`src/rtl/shifter_2.sv`:
```
// shifter_2: fixed left-shift-by-SHAMT scaler for branch offsets and jump targets.
// Output is the zero-latency shifted copy of Input. Output_q/out_valid give a
// registered copy for pipelined consumers.
// Optional feature macro: SHIFTER_2_OVF_EN adds a registered overflow flag (ovf)
// that is set when a captured operand had ones in the bits shifted out.
module shifter_2 #(
    parameter int unsigned WIDTH = 32,
    parameter int unsigned SHAMT = 2
) (
    input  logic             clk,
    input  logic             rst_n,
    input  logic [WIDTH-1:0] Input,
    input  logic             in_valid,
    output logic [WIDTH-1:0] Output,
    output logic [WIDTH-1:0] Output_q,
    output logic             out_valid
`ifdef SHIFTER_2_OVF_EN
    ,
    output logic             ovf
`endif
);

    logic [WIDTH-1:0] shifted;
    logic [WIDTH-1:0] data_d;
    logic [WIDTH-1:0] data_q;
    logic             valid_d;
    logic             valid_q;

    // Logical shift: the top SHAMT bits fall off and zeros enter at the bottom.
    // A shift (rather than a concatenation) keeps SHAMT=0 legal.
    assign shifted = Input << SHAMT;
    assign Output  = shifted;

    // Next-state for the capture register: load on in_valid, otherwise hold.
    always_comb begin
        data_d  = data_q;
        valid_d = in_valid;
        if (in_valid) begin
            data_d = shifted;
        end
    end

    // Capture register with asynchronous clear so reset takes effect between edges.
    always_ff @(posedge clk or negedge rst_n) begin
        if (!rst_n) begin
            data_q  <= '0;
            valid_q <= 1'b0;
        end else begin
            // NOTE: non-blocking assignments so every flop samples pre-edge values.
            data_q  <= data_d;
            valid_q <= valid_d;
        end
    end

    assign Output_q  = data_q;
    assign out_valid = valid_q;

`ifdef SHIFTER_2_OVF_EN
    logic ovf_d;
    logic ovf_q;

    // Overflow means a captured operand lost a one from its discarded top bits.
    // With SHAMT=0 nothing is discarded, so the flag is constant zero.
    if (SHAMT > 0) begin : g_ovf
        always_comb begin
            ovf_d = in_valid & (|Input[WIDTH-1 -: SHAMT]);
        end
    end else begin : g_no_ovf
        always_comb begin
            ovf_d = 1'b0;
        end
    end

    // Overflow flag register, updated alongside Output_q on every edge.
    always_ff @(posedge clk or negedge rst_n) begin
        if (!rst_n) begin
            ovf_q <= 1'b0;
        end else begin
            ovf_q <= ovf_d;
        end
    end

    assign ovf = ovf_q;
`endif

endmodule

```
`config.mk`:
```
export PLATFORM = sky130hd
export DESIGN_NAME = shifter_2
export DESIGN_NICKNAME = d
export VERILOG_FILES = /design/src/rtl/shifter_2.sv
export SDC_FILE = /design/constraint.sdc
export NUM_CORES = 1
export LEC_CHECK = 0
export CAP_MARGIN = 20
export CORE_UTILIZATION = 30
export DETAILED_ROUTE_END_ITERATION = 16
export GPL_TIMING_DRIVEN = 0
export PLACE_DENSITY = 0.69
export REMOVE_ABC_BUFFERS = 1
export SYNTH_ARGS = -nofsm -noshare
export SYNTH_HDL_FRONTEND = slang
export SYNTH_SLANG_ARGS = --single-unit
```
`constraint.sdc`:
```
create_clock -name clk -period 2.55 [get_ports clk]
set_clock_uncertainty 0.15 [all_clocks]
set_input_delay 0.6375 -clock clk [delete_from_list [all_inputs] [get_ports clk]]
set_output_delay 0.6375 -clock clk [all_outputs]
set_load 0.01 [all_outputs]
```
==> results.json <==
{
  "core-area_um2": 4790,
  "antenna_found_initial": 0,
  "fin_util": 0.497,
  "slowest_delay_ps": 550,
  "grt.total_usage": 0.121,
  "synth.distinct_cells": 5,
  "cts_inserted_buffers": 5,
  "synthCells": 99,
  "path_cells": "clkdlybuf4s50_1 > clkdlybuf4s50_1",
  "ctsHoldBuffers": 0,
  "internal-power_uw": 1020,
  "drc": 0,
  "cts_buffer_depth": 2,
  "post_cts_buffers": 0,
  "crit_end": "Output[14]",
  "netSwitchingFraction": 0.237,
  "pwr-share-clk": 0.314,
  "synth_seq_area_share": 0.511,
  "via_count": 949,
  "hold_viol": 0,
  "seqPwrFrac": 0.423,
  "fin_crit_sh": 0.968,
  "cts_resized": 0,
  "wl_per_cell_um": 12.9,
  "critPathMaxFanout": 2,
  "n_fill_cell": 427,
  "most-common-layout-cells": "clkdlybuf4s50_1 (92), dfrtp_1 (31), mux2_4 (30), clkbuf_8 (7), conb_1 (4)",
  "numClockSinks": 31,
  "path_common_cell": "clkdlybuf4s50_1",
  "pre_cts_ws_ps": 79.9,
  "cp_slowest_cell": "clkdlybuf4s50_1",
  "place_area_um2": 2280,
  "synth_seq_cells": 31,
  "synthAdderAreaFrac": 0,
  "synth_top_family_by_area": "multiplexers",
  "num_rows": 25,
  "layout_setup_ws_ps": 80.9,
  "ys_warn_count": 0,
  "grt_pass1_vias": 954,
  "path_clk_slew_ps": 60,
  "ios": 100,
  "grt_overflow_total": 0,
  "final_layout_size_suffix_gt1_frac": 0.234,
  "drt-initial-drc-count": 17,
  "combPwrFrac": 0.263,
  "max_cap_viol_count": 0,
  "grt_pass1_wl_mm": 4.77,
  "cts-htree-levels": 2,
  "die_h_um": 73.2,
  "finalSetupTns_ps": 0,
  "cp-start-kind": "input pin",
  "routed_wl_mm": 3.03,
  "yosys.area_share.simple": 0,
  "cts_root_buf": "clkbuf_8",
  "timing_worst_setup_path_type": "in -> out",
  "die_area_um2": 5350,
  "fmax_ghz": 0.405,
  "muxShareOfSynthArea": 0.297,
  "tritoncts": "yes",
  "relSlewSlack": 0.354,
  "rsz0062_at_grt": "false",
  "dieWidth_um": 73.2,
  "final_net_count": 201,
  "synthesis.area_um2": 1520,
  "hp-class": "reg -> reg",
  "start_util": 0.317,
  "path_buf_inv": 2,
  "grt_max_degree": 32,
  "switching_power_uw": 318,
  "viasPerCell": 4.06,
  "crit_required_ps": 1760,
  "setup-violations-final": 0,
  "crit_start": "Input[12]",
  "fin_area_um2": 2380,
  "leakage_uw": 0.00105,
  "cp.depth": 2,
  "power.density_nw_per_um2": 565,
  "worstSetupEndpointType": "output pin",
  "tightest_slew_ps": 969,
  "r2r_setup_slack_ps": 1620,
  "port_buffers": 93,
  "crit_arrival_ps": 1680,
  "cp_top_family": "buffers and inverters",
  "vdd_ir_drop_max_mv": 0.236,
  "final_common_cell": "clkdlybuf4s50_1",
  "first_pass_iters": 3,
  "r2r-end": "Output_q[11]",
  "outcome": "finished clean",
  "rr_worst_depth": 1,
  "synth_compound_area_frac": 0,
  "insertion_delay_ps": 270,
  "n_antenna_cell": 0,
  "synth_xor_area_frac": 0,
  "regToRegStartpoint": "Output_q[11]",
  "slew_viol_final": 0,
  "hpwlAfterDp_mm": 2.20,
  "routabilityCongestion": 0.656,
  "finalCriticalPeriod_ps": 2470,
  "drtAntennaViolNets": 0,
  "syn2layout_area_growth_pct": 56.6,
  "synth.avg_cell_area_um2": 15.3
}
## sequential cells by signal, summed over array words and instances (netlist names)
name,flops
Output_q,30
out_valid,1
## power by group through the flow
stage,sequential [µW],combinational [µW],clock [µW]
2_1_floorplan,598,80.8,0
4_1_cts,568,359,443
3_3_place_gp,575,352,0
6_report,568,354,421
5_1_grt,574,377,467
3_5_place_dp,575,358,0
## cell usage after synthesis
master    n  area share
buf_4    34        0.17
buf_6     3       0.022
conb_1    1      0.0025
dfrtp_1  31        0.51
mux2_4   30        0.30
## layer usage
layer | vias to the layer above | global-route usage | routed length [µm]
li1 | 424 | - | -
met1 | 450 | 0.150 | 1240
met2 | 71 | 0.189 | 1450
met3 | 4 | 0.0525 | 308
met4 | 0 | 0.0392 | 27
met5 | - | 0 | 0
## cells by family after synthesis
| family | Yosys count |
|---|---|
| flip-flops | 31 |
| buffers and inverters | 37 |
| multiplexers | 30 |
| other | 1 |
## worst min path at each step
stage	slack (ps)	from	end	cells past startpoint
finish	360	Output_q[10]	Output_q[10]	1
global route	370	Output_q[24]	Output_q[24]	1
CTS	360	Output_q[10]	Output_q[10]	1
detailed placement	340	Output_q[10]	Output_q[10]	1
global placement	340	Output_q[13]	Output_q[13]	1
floorplan	190	rst_n	Output_q[10]	0
## cell type report
cell class,instances,area (µm²),share of cell area
repair buffers,94,953,0.401
flip-flops and latches,31,776,0.326
multi-input cells,34,465,0.196
clock buffers,8,100,0.0421
well taps,67,83.8,0.0352
## metrics by stage
step	instances	power, µW	hold WS (ps)
4_1_cts	234	1370	363
5_1_grt	234	1420	371
3_5_place_dp	226	933	342
2_1_floorplan	65	678	192
3_3_place_gp	225	927	343
6_report	234	1340	357
Note: power is estimated with default switching activity, not from simulation.
